[config.mk]
export PLATFORM = sky130hd
export DESIGN_NAME = fetch_sequencer_flat
export DESIGN_NICKNAME = d
export VERILOG_FILES = /design/src/rtl/fetch_seq_pkg.sv /design/src/rtl/fetch_sequencer_if.sv /design/src/rtl/fetch_sequencer.sv /design/src/flat_wrapper.sv
export SDC_FILE = /design/constraint.sdc
export NUM_CORES = 1
export LEC_CHECK = 0
export ABC_AREA = 1
export CORE_UTILIZATION = 41
export DETAILED_ROUTE_END_ITERATION = 7
export GPL_TIMING_DRIVEN = 0
export PLACE_DENSITY = 0.81
export SLEW_MARGIN = 30
export SYNTH_ARGS = -nofsm -noshare
export SYNTH_HDL_FRONTEND = slang
export SYNTH_SLANG_ARGS = --single-unit
[constraint.sdc]
create_clock -name CLK -period 2.1 [get_ports CLK]
set_input_delay 0.21 -clock CLK [delete_from_list [all_inputs] [get_ports CLK]]
set_output_delay 0.21 -clock CLK [all_outputs]
set_load 0.02 [all_outputs]
[src/rtl/fetch_seq_pkg.sv]
// Shared types and helpers for the BRAM fetch sequencer: FSM states, command
// payload, routing modes and the PE capture-mask decode.
package fetch_seq_pkg;

  localparam int unsigned DIMEN_W = 2;
  localparam int unsigned ADDR_W  = 4;
  localparam int unsigned SEL_W   = 2;
  localparam int unsigned NUM_PE  = 4;
  localparam int unsigned WORDS_W = 5;

  localparam logic [SEL_W-1:0] MODE_BCAST  = 2'd0;
  localparam logic [SEL_W-1:0] MODE_SINGLE = 2'd1;
  localparam logic [SEL_W-1:0] MODE_LOADA  = 2'd2;
  localparam logic [SEL_W-1:0] MODE_LOADB  = 2'd3;

  typedef enum logic [2:0] {
    IDLE, FETCH, DRAIN, STORE, NEXT_PE, DONE_ST
  } state_t;

  typedef struct packed {
    logic               store;
    logic [DIMEN_W-1:0] dimen;
    logic [ADDR_W-1:0]  addr;
    logic [SEL_W-1:0]   pe_sel;
    logic               pe_2x2;
    logic               pe_4;
  } cmd_t;

  // PEs that capture PE_DIN_x for a given routing mode and qualifiers.
  function automatic logic [NUM_PE-1:0] route_mask(input logic [SEL_W-1:0] mode,
                                                   input logic sel_2x2,
                                                   input logic sel_4);
    logic [NUM_PE-1:0] m;
    m = '0;
    case (mode)
      MODE_BCAST:  m = 4'b1111;
      MODE_SINGLE: m = NUM_PE'(1) << {sel_4, sel_2x2};
      MODE_LOADA:  m = sel_2x2 ? 4'b0011 : 4'b1100;
      default:     m = sel_2x2 ? 4'b0101 : 4'b1010;
    endcase
    return m;
  endfunction

  function automatic logic [WORDS_W-1:0] words_for_dimen(input logic [DIMEN_W-1:0] dimen);
    return WORDS_W'(2) << dimen;
  endfunction

endpackage

[src/rtl/fetch_sequencer_if.sv]
// Command handshake from the decoder plus the fetch-unit control bundle.
interface fetch_sequencer_if;
  import fetch_seq_pkg::*;

  logic               CMD_VALID;
  logic               CMD_READY;
  logic               CMD_STORE;
  logic [DIMEN_W-1:0] CMD_DIMEN;
  logic [ADDR_W-1:0]  CMD_ADDR;
  logic [SEL_W-1:0]   CMD_PE_SEL;
  logic               CMD_PE_2X2;
  logic               CMD_PE_4;
  logic               FETCH_DONE;
  logic               STORE_DONE;
  logic               ADDR_RST;
  logic               ADDR_START;
  logic               WRADDR_START;
  logic [DIMEN_W-1:0] DIMEN;
  logic [ADDR_W-1:0]  ADDRESS;
  logic [SEL_W-1:0]   PE_SEL;
  logic               PE_SEL_2x2;
  logic               PE_SEL_4;
  logic [NUM_PE-1:0]  PE_LOAD_EN;
  logic               BUSY;
  logic               DONE;

  modport master (
    output CMD_VALID, CMD_STORE, CMD_DIMEN, CMD_ADDR, CMD_PE_SEL, CMD_PE_2X2, CMD_PE_4,
           FETCH_DONE, STORE_DONE,
    input  CMD_READY, ADDR_RST, ADDR_START, WRADDR_START, DIMEN, ADDRESS, PE_SEL,
           PE_SEL_2x2, PE_SEL_4, PE_LOAD_EN, BUSY, DONE
  );

  modport slave (
    input  CMD_VALID, CMD_STORE, CMD_DIMEN, CMD_ADDR, CMD_PE_SEL, CMD_PE_2X2, CMD_PE_4,
           FETCH_DONE, STORE_DONE,
    output CMD_READY, ADDR_RST, ADDR_START, WRADDR_START, DIMEN, ADDRESS, PE_SEL,
           PE_SEL_2x2, PE_SEL_4, PE_LOAD_EN, BUSY, DONE
  );
endinterface

[src/rtl/fetch_sequencer.sv]
// LOAD/STORE command sequencer driving the BRAM fetch unit's control inputs.
// Optional STORE_ALL_PE_EN: a broadcast store walks PEs 0..3 at base + 4k.
module fetch_sequencer
  import fetch_seq_pkg::*;
#(
  parameter int unsigned BRAM_LAT    = 1,
  parameter int unsigned STORE_WORDS = 4
) (
  input  logic              CLK,
  input  logic              RSTN,
  fetch_sequencer_if.slave  bus
);

  if (BRAM_LAT != 1) begin : g_lat_chk
    $error("fetch_sequencer: only BRAM_LAT == 1 is supported");
  end
  if (STORE_WORDS < 1) begin : g_words_chk
    $error("fetch_sequencer: STORE_WORDS must be at least 1");
  end

  state_t            state_q, state_d;
  cmd_t              cmd_q;
  logic [NUM_PE-1:0] pe_load_en_q;
  logic              accept_c;

  assign accept_c = bus.CMD_VALID && (state_q == IDLE);

`ifdef STORE_ALL_PE_EN
  logic [SEL_W-1:0] pe_idx_q;
  logic             all_pe_c;

  assign all_pe_c = cmd_q.store && (cmd_q.pe_sel == MODE_BCAST);

  // PE walk index for broadcast stores; restarts on every accepted command.
  always_ff @(posedge CLK) begin
    if (!RSTN)                  pe_idx_q <= '0;
    else if (accept_c)          pe_idx_q <= '0;
    else if (state_q == NEXT_PE) pe_idx_q <= pe_idx_q + SEL_W'(1);
  end
`endif

  always_ff @(posedge CLK) begin
    if (!RSTN) begin
      cmd_q <= '0;
    end else if (accept_c) begin
      cmd_q <= '{store:  bus.CMD_STORE,
                 dimen:  bus.CMD_DIMEN,
                 addr:   bus.CMD_ADDR,
                 pe_sel: bus.CMD_PE_SEL,
                 pe_2x2: bus.CMD_PE_2X2,
                 pe_4:   bus.CMD_PE_4};
    end
  end

  // Capture strobe trails each FETCH address by the BRAM read latency.
  always_ff @(posedge CLK) begin
    if (!RSTN)                 pe_load_en_q <= '0;
    else if (state_q == FETCH) pe_load_en_q <= route_mask(cmd_q.pe_sel, cmd_q.pe_2x2, cmd_q.pe_4);
    else                       pe_load_en_q <= '0;
  end

  always_ff @(posedge CLK) begin
    if (!RSTN) state_q <= IDLE;
    else       state_q <= state_d;
  end

  always_comb begin
    state_d = state_q;
    case (state_q)
      IDLE:    if (bus.CMD_VALID) state_d = bus.CMD_STORE ? STORE : FETCH;
      FETCH:   if (bus.FETCH_DONE) state_d = DRAIN;
      DRAIN:   state_d = DONE_ST;
      STORE: begin
        if (bus.STORE_DONE) begin
`ifdef STORE_ALL_PE_EN
          state_d = (all_pe_c && (pe_idx_q != SEL_W'(NUM_PE - 1))) ? NEXT_PE : DONE_ST;
`else
          state_d = DONE_ST;
`endif
        end
      end
`ifdef STORE_ALL_PE_EN
      NEXT_PE: state_d = STORE;
`endif
      DONE_ST: state_d = IDLE;
      default: state_d = IDLE;
    endcase
  end

  always_comb begin
    bus.CMD_READY    = (state_q == IDLE);
    bus.BUSY         = (state_q != IDLE);
    bus.ADDR_RST     = 1'b0;
    bus.ADDR_START   = 1'b0;
    bus.WRADDR_START = 1'b0;
    bus.DONE         = 1'b0;
    bus.DIMEN        = cmd_q.dimen;
    bus.ADDRESS      = cmd_q.addr;
    bus.PE_SEL       = cmd_q.pe_sel;
    bus.PE_SEL_2x2   = cmd_q.pe_2x2;
    bus.PE_SEL_4     = cmd_q.pe_4;
    bus.PE_LOAD_EN   = pe_load_en_q;
`ifdef STORE_ALL_PE_EN
    if (all_pe_c) begin
      bus.PE_SEL  = pe_idx_q;
      bus.ADDRESS = cmd_q.addr + ADDR_W'(pe_idx_q * STORE_WORDS);
    end
`endif
    case (state_q)
      IDLE:    bus.ADDR_RST = 1'b1;
      FETCH:   bus.ADDR_START = !bus.FETCH_DONE;
      STORE: begin
        bus.WRADDR_START = 1'b1;
        bus.ADDR_START   = !bus.STORE_DONE;
      end
      NEXT_PE: bus.ADDR_RST = 1'b1;
      DONE_ST: begin
        bus.DONE     = 1'b1;
        bus.ADDR_RST = 1'b1;
      end
      default: ;
    endcase
  end

endmodule

[src/flat_wrapper.sv]
// flat-port wrapper written by rule: the top's interface ports become plain ports
module fetch_sequencer_flat import fetch_seq_pkg::*;
#(
  parameter int unsigned BRAM_LAT    = 1,
  parameter int unsigned STORE_WORDS = 4
)
  (CLK, RSTN, bus_CMD_VALID, bus_CMD_STORE, bus_CMD_DIMEN, bus_CMD_ADDR, bus_CMD_PE_SEL, bus_CMD_PE_2X2, bus_CMD_PE_4, bus_FETCH_DONE, bus_STORE_DONE, bus_CMD_READY, bus_ADDR_RST, bus_ADDR_START, bus_WRADDR_START, bus_DIMEN, bus_ADDRESS, bus_PE_SEL, bus_PE_SEL_2x2, bus_PE_SEL_4, bus_PE_LOAD_EN, bus_BUSY, bus_DONE);
  fetch_sequencer_if bus_i ();
  input  logic CLK;
  input  logic RSTN;
  input wire logic [$bits(bus_i.CMD_VALID)-1:0] bus_CMD_VALID;
  input wire logic [$bits(bus_i.CMD_STORE)-1:0] bus_CMD_STORE;
  input wire logic [$bits(bus_i.CMD_DIMEN)-1:0] bus_CMD_DIMEN;
  input wire logic [$bits(bus_i.CMD_ADDR)-1:0] bus_CMD_ADDR;
  input wire logic [$bits(bus_i.CMD_PE_SEL)-1:0] bus_CMD_PE_SEL;
  input wire logic [$bits(bus_i.CMD_PE_2X2)-1:0] bus_CMD_PE_2X2;
  input wire logic [$bits(bus_i.CMD_PE_4)-1:0] bus_CMD_PE_4;
  input wire logic [$bits(bus_i.FETCH_DONE)-1:0] bus_FETCH_DONE;
  input wire logic [$bits(bus_i.STORE_DONE)-1:0] bus_STORE_DONE;
  output wire logic [$bits(bus_i.CMD_READY)-1:0] bus_CMD_READY;
  output wire logic [$bits(bus_i.ADDR_RST)-1:0] bus_ADDR_RST;
  output wire logic [$bits(bus_i.ADDR_START)-1:0] bus_ADDR_START;
  output wire logic [$bits(bus_i.WRADDR_START)-1:0] bus_WRADDR_START;
  output wire logic [$bits(bus_i.DIMEN)-1:0] bus_DIMEN;
  output wire logic [$bits(bus_i.ADDRESS)-1:0] bus_ADDRESS;
  output wire logic [$bits(bus_i.PE_SEL)-1:0] bus_PE_SEL;
  output wire logic [$bits(bus_i.PE_SEL_2x2)-1:0] bus_PE_SEL_2x2;
  output wire logic [$bits(bus_i.PE_SEL_4)-1:0] bus_PE_SEL_4;
  output wire logic [$bits(bus_i.PE_LOAD_EN)-1:0] bus_PE_LOAD_EN;
  output wire logic [$bits(bus_i.BUSY)-1:0] bus_BUSY;
  output wire logic [$bits(bus_i.DONE)-1:0] bus_DONE;
  assign bus_i.CMD_VALID = bus_CMD_VALID;
  assign bus_i.CMD_STORE = bus_CMD_STORE;
  assign bus_i.CMD_DIMEN = bus_CMD_DIMEN;
  assign bus_i.CMD_ADDR = bus_CMD_ADDR;
  assign bus_i.CMD_PE_SEL = bus_CMD_PE_SEL;
  assign bus_i.CMD_PE_2X2 = bus_CMD_PE_2X2;
  assign bus_i.CMD_PE_4 = bus_CMD_PE_4;
  assign bus_i.FETCH_DONE = bus_FETCH_DONE;
  assign bus_i.STORE_DONE = bus_STORE_DONE;
  assign bus_CMD_READY = bus_i.CMD_READY;
  assign bus_ADDR_RST = bus_i.ADDR_RST;
  assign bus_ADDR_START = bus_i.ADDR_START;
  assign bus_WRADDR_START = bus_i.WRADDR_START;
  assign bus_DIMEN = bus_i.DIMEN;
  assign bus_ADDRESS = bus_i.ADDRESS;
  assign bus_PE_SEL = bus_i.PE_SEL;
  assign bus_PE_SEL_2x2 = bus_i.PE_SEL_2x2;
  assign bus_PE_SEL_4 = bus_i.PE_SEL_4;
  assign bus_PE_LOAD_EN = bus_i.PE_LOAD_EN;
  assign bus_BUSY = bus_i.BUSY;
  assign bus_DONE = bus_i.DONE;
  fetch_sequencer #(.BRAM_LAT(BRAM_LAT), .STORE_WORDS(STORE_WORDS)) u_core (.CLK(CLK), .RSTN(RSTN), .bus(bus_i));
endmodule
* Word level (Yosys, flattened, before mapping)
Cells that the tools add are included.
** Storage, ports and cells
- Bits in registers :: 17
- Bits of input ports :: 16
- Output and inout port bits :: 20
- Word-level logic and storage cells :: 39
** Operators by class
- Eq/ne operators :: 10
- Shift operators :: 1
- Muxes and demuxes :: 12
- Reductions and logical operators :: 9
** Operators with widths (number)
- $pmux 3 s4 :: 1
- $pmux 4 s3 :: 1
- $mux 3 :: 3
- $mux 4 :: 2
- $eq 3x2->1 const B :: 2
- $eq 3x3->1 const B :: 2
- $ne 2x2->1 const B :: 3
- $shl 1x2->4 const A :: 1
- $eq 3x1->1 const B :: 1
- $logic_not 3->1 :: 1
- $mux 1 :: 3
- $reduce_and 3->1 :: 1
- $reduce_bool 3->1 :: 1
- $reduce_or 3->1 :: 1
- $eq 2x1->1 const B :: 1
- $eq 2x2->1 const B :: 1
- $logic_not 1->1 :: 2
- $logic_not 2->1 :: 1
- $mux 2 :: 1
- $pmux 1 s2 :: 1
- $reduce_and 2->1 :: 1
- $logic_and 1x1->1 :: 1

* Longest topological paths before layout
- Depth in word-level cells :: 3
- Gate-level depth with buffers :: 6
- Gate-level depth less buffers :: 6

* Least setup slack after synthesis
Ideal clock, no wire load.
- Path type :: register to output
- From :: reg u_core.state_q[1]
- To :: out bus_ADDR_START
- Arrival :: 1.108 ns
- Required time :: 1.890 ns
- Slack :: 0.782 ns
- Cell stages (with the launch flop) :: 5
- Path buffers :: 0
- Cell sequence :: dfxtp_1 -> nand2_1 -> nor2_1 -> nand2_1 -> nand2_1
** On the way
- Word-level cells in the longest chain between the ends :: 2
- Elaborated cells on any way between the ends :: 3
- Those cells by class :: 2 x eq/ne; 1 x mux
** RTL lines
- start, declared :: line fetch_sequencer.sv:21 : state_t state_q, state_d;
- start signal, assigned :: line fetch_sequencer.sv:64 : else state_q <= state_d;
- $eq 3x2->1 / $eq 3x1->1 (equally long branches) :: line fetch_sequencer.sv:109 : case (state_q)
- $pmux 1 s2 * :: line fetch_sequencer.sv:109
- end, declared :: line flat_wrapper.sv:22 : output wire logic [$bits(bus_i.ADDR_START)-1:0] bus_ADDR_START;
Mark *: on every way between the ends. The rest lies on a longest branch, timed or not.

* Final worst setup path
Same ends and word-level chain as after synthesis.

==> impl_metrics.csv <==
group,metric,value,unit
setup_path,timing.critical_path.required,1.89,ns
drt,route.detailed.drc,0,
floorplan,initial_utilization,45.9,%
layout,num_antenna_cells,0,
sta,final.setup.worst_slack,0.188,ns
place,post-dp-hpwl,1.26,mm
clock_network,clock_tree.root_cell,"clkbuf_4",
synth,syn_inst,102,
synth,synth_most_common_cell,"nor2_1",
floorplan,die_x,44.3,microns
synth,yosys.area.top_type_share,46.5,%
global_route,first_global_vias,725,
clock_network,clkTransAtPathRegs,0.09,ns
setup_path,cp-end-kind,"output pin",
place,globalplace.congestion,0.701,
setup_path,critical_path_class,"reg2out",
floorplan,boundaryPins,36,
floorplan,die_height,44.3,microns
synth,count_of_warnings_emitted_by_yosys,0,
setup_path,critical_path_fanout_max,5,
setup_path,worstSetupStartpointType,"flip-flop",
sta,setup-tns-final,0,ns
outcome,run_status,"finished clean",
synth,synth.yosys.seq_area_share,46.5,%
clock_network,cts_setup_buffers,0,
global_route,grt_first_pass_wirelength,2.82,mm
drt,dr_total_vias,782,
clock_network,clkLatencyLatePin,0.29,ns
synth,synth_async_sr_flop_share,0,%
clock_network,cts_max_level,1,
clock_network,cts_max_path_buffers,2,
sta,timing.final.hold_violations,0,
synth,synth_seq_cells,17,
floorplan,rows,14,
clock_network,post_cts.resized_instances,0,
layout,num-fill-cells,129,
layout,area_delta_synth_final,55.6,%
setup_path,reg2reg_setup_slack,0.97,ns
global_route,gr-total-overflow,0,
clock_network,cts_made_buffers,3,
synth,leading_post_synthesis_cells_by_cell_area,"dfxtp_1, nor2_1, o21ai_0",
global_route,grt_usage,19.6,%
floorplan,die_area,1960,sq um
sta,timing.max_slew.rel_slack,77.9,%
synth,synth_fp_nets,118,
sta,tightest_slew,0.331,ns
power,vdd_drop_max,810,uV
place,pre_cts_slack,0.407,ns
floorplan,design.core.area,1590,sq um
drt,routed_via_density,4.74,
layout,layout-drive-gt1-share,5.67,%
place,io_buffer_count,35,
synth,synth_edf_count,0,
synth,dominantRegCellSynth,"dfxtp_1",
sta,grt_setup_unrepaired,"no",
drt,wl,1.67,mm
sta,final.min_clock_period,1.91,ns
drt,starting_drt_drc_count,24,
global_route,grt_start_max_net_pins,11,
drt,count_of_tritonroute_iterations_in_the_first_routing_pass,6,
global_route,antenna_found_initial,0,
synth,netlist_top_cells_count,"nor2_1, dfxtp_1, inv_1, nand2_1, o21ai_0",
run,max-cap-violations,0,
synth,syn_area_per_cell,7.18,sq um
sta,setup-violations-final,0,
clock_network,cts_num_sinks,17,
power,leakagePower,0.000512,uW
hold_path,worstHoldPathType,"in2reg",
clock_network,cts_tree,"yes",
sta,final-max-slew-violation-count,0,
synth,yosysTopAreaCell,"dfxtp_1",
power,cellPowerDensity,1230,nW/um^2
synth,synth.cell_area,732,sq um
sta,clock-skew-final,0.00322,ns
setup_path,cp.arrival,1.70,ns
synth,yosysUniqueCellTypes,14,
clock_network,cts_hold_bufs,0,
drt,drt-wirelength-per-cell,10.1,microns
sta,post-route-period-util,91.1,%
sta,max_freq,523,MHz
layout,final_net_count,158,
drt,route.antenna.remaining_nets,0,
-- state kept, by name, summed over array words and instances, names as in the netlist --
name and flops:
u_core.bus.PE_SEL_2x2 1, u_core.bus.ADDRESS 4, u_core.bus.DIMEN 2, u_core.bus.PE_LOAD_EN 4, u_core.bus.PE_SEL 2, u_core.bus.PE_SEL_4 1
u_core.state_q 3
-- layer usage --
layer  vias to the layer above  track usage, %  part of all wire (%)
li1                        397               -                     -
met1                       357            20.8                    43
met2                        28            34.7                    52
met3                         0            5.71                   4.7
met4                         0            10.3                     0
met5                         -               0                     0
-- kinds of logic after synthesis --
family	after synthesis	synth area share, %
flops	17	46.5
compound gates	18	13.0
buf+inv	15	7.69
simple gates	52	32.8
-- cells in the final DEF, fill, tap and decap left out --
cell	instances
a21oi_1	4
nor2_4	2
o21ai_0	12
buf_1	1
dfxtp_1	17
nand2_4	2
o211ai_1	1
nor3_1	3
o21a_1	1
inv_1	14
clkdlybuf4s50_1	35
clkbuf_1	1
nand2_1	14
clkbuf_4	3
nand3_2	1
nor2_1	26
nand3_1	4
-- stage by stage --
step	cell area (sq um)	util [%]	hold WS, ns	instances	power [uW]
2_1_floorplan	732	-	0.329	102	912
3_3_place_gp	1110	69.8	0.492	161	1210
6_report	1140	71.4	0.501	165	1400
5_1_grt	1140	71.4	0.508	165	1500
4_1_cts	1140	71.4	0.489	165	1410
3_5_place_dp	1110	69.8	0.512	161	1230
-- cell type report --
| cell class | count | area (sq um) | share of cell area (%) |
|---|---|---|---|
| clock buffers | 4 | 26.3 | 2.31 |
| plain buffers | 1 | 3.75 | 0.330 |
| flip-flops and latches | 17 | 340 | 29.9 |
| repair buffers | 35 | 350 | 30.8 |
| well taps | 24 | 30.0 | 2.64 |
| multi-input cells | 70 | 335 | 29.5 |
| inverters | 14 | 52.6 | 4.62 |
-- worst paths after layout --
path,from,end,cells after the start
worst max-delay path,u_core.state_q[1]$_SDFFE_PN0P_,bus_ADDR_START,4
worst min-delay path,bus_CMD_ADDR[3],u_core.bus.ADDRESS[3]$_SDFFE_PN0P_,3
worst max register to register,u_core.state_q[1]$_SDFFE_PN0P_,u_core.bus.PE_SEL_2x2$_SDFFE_PN0P_,5
worst min register to register,u_core.bus.DIMEN[0]$_SDFFE_PN0P_,u_core.bus.DIMEN[0]$_SDFFE_PN0P_,2
-- critical path, stage by stage, from the launching register on --
cell and delay [ns]:
dfxtp_1 0.37, nor2_4 0.20, nand3_1 0.15, nand2_1 0.10
clkdlybuf4s50_1 0.60
-- report_power, final --
group	internal (uW)	leakage, uW	switching, uW
logic	326	0.000357	411
registers	411	0.000140	77.7
clock network	73.9	0.0000150	96.7
total	811	0.000512	586
Power figures use the tool's default switching activity.
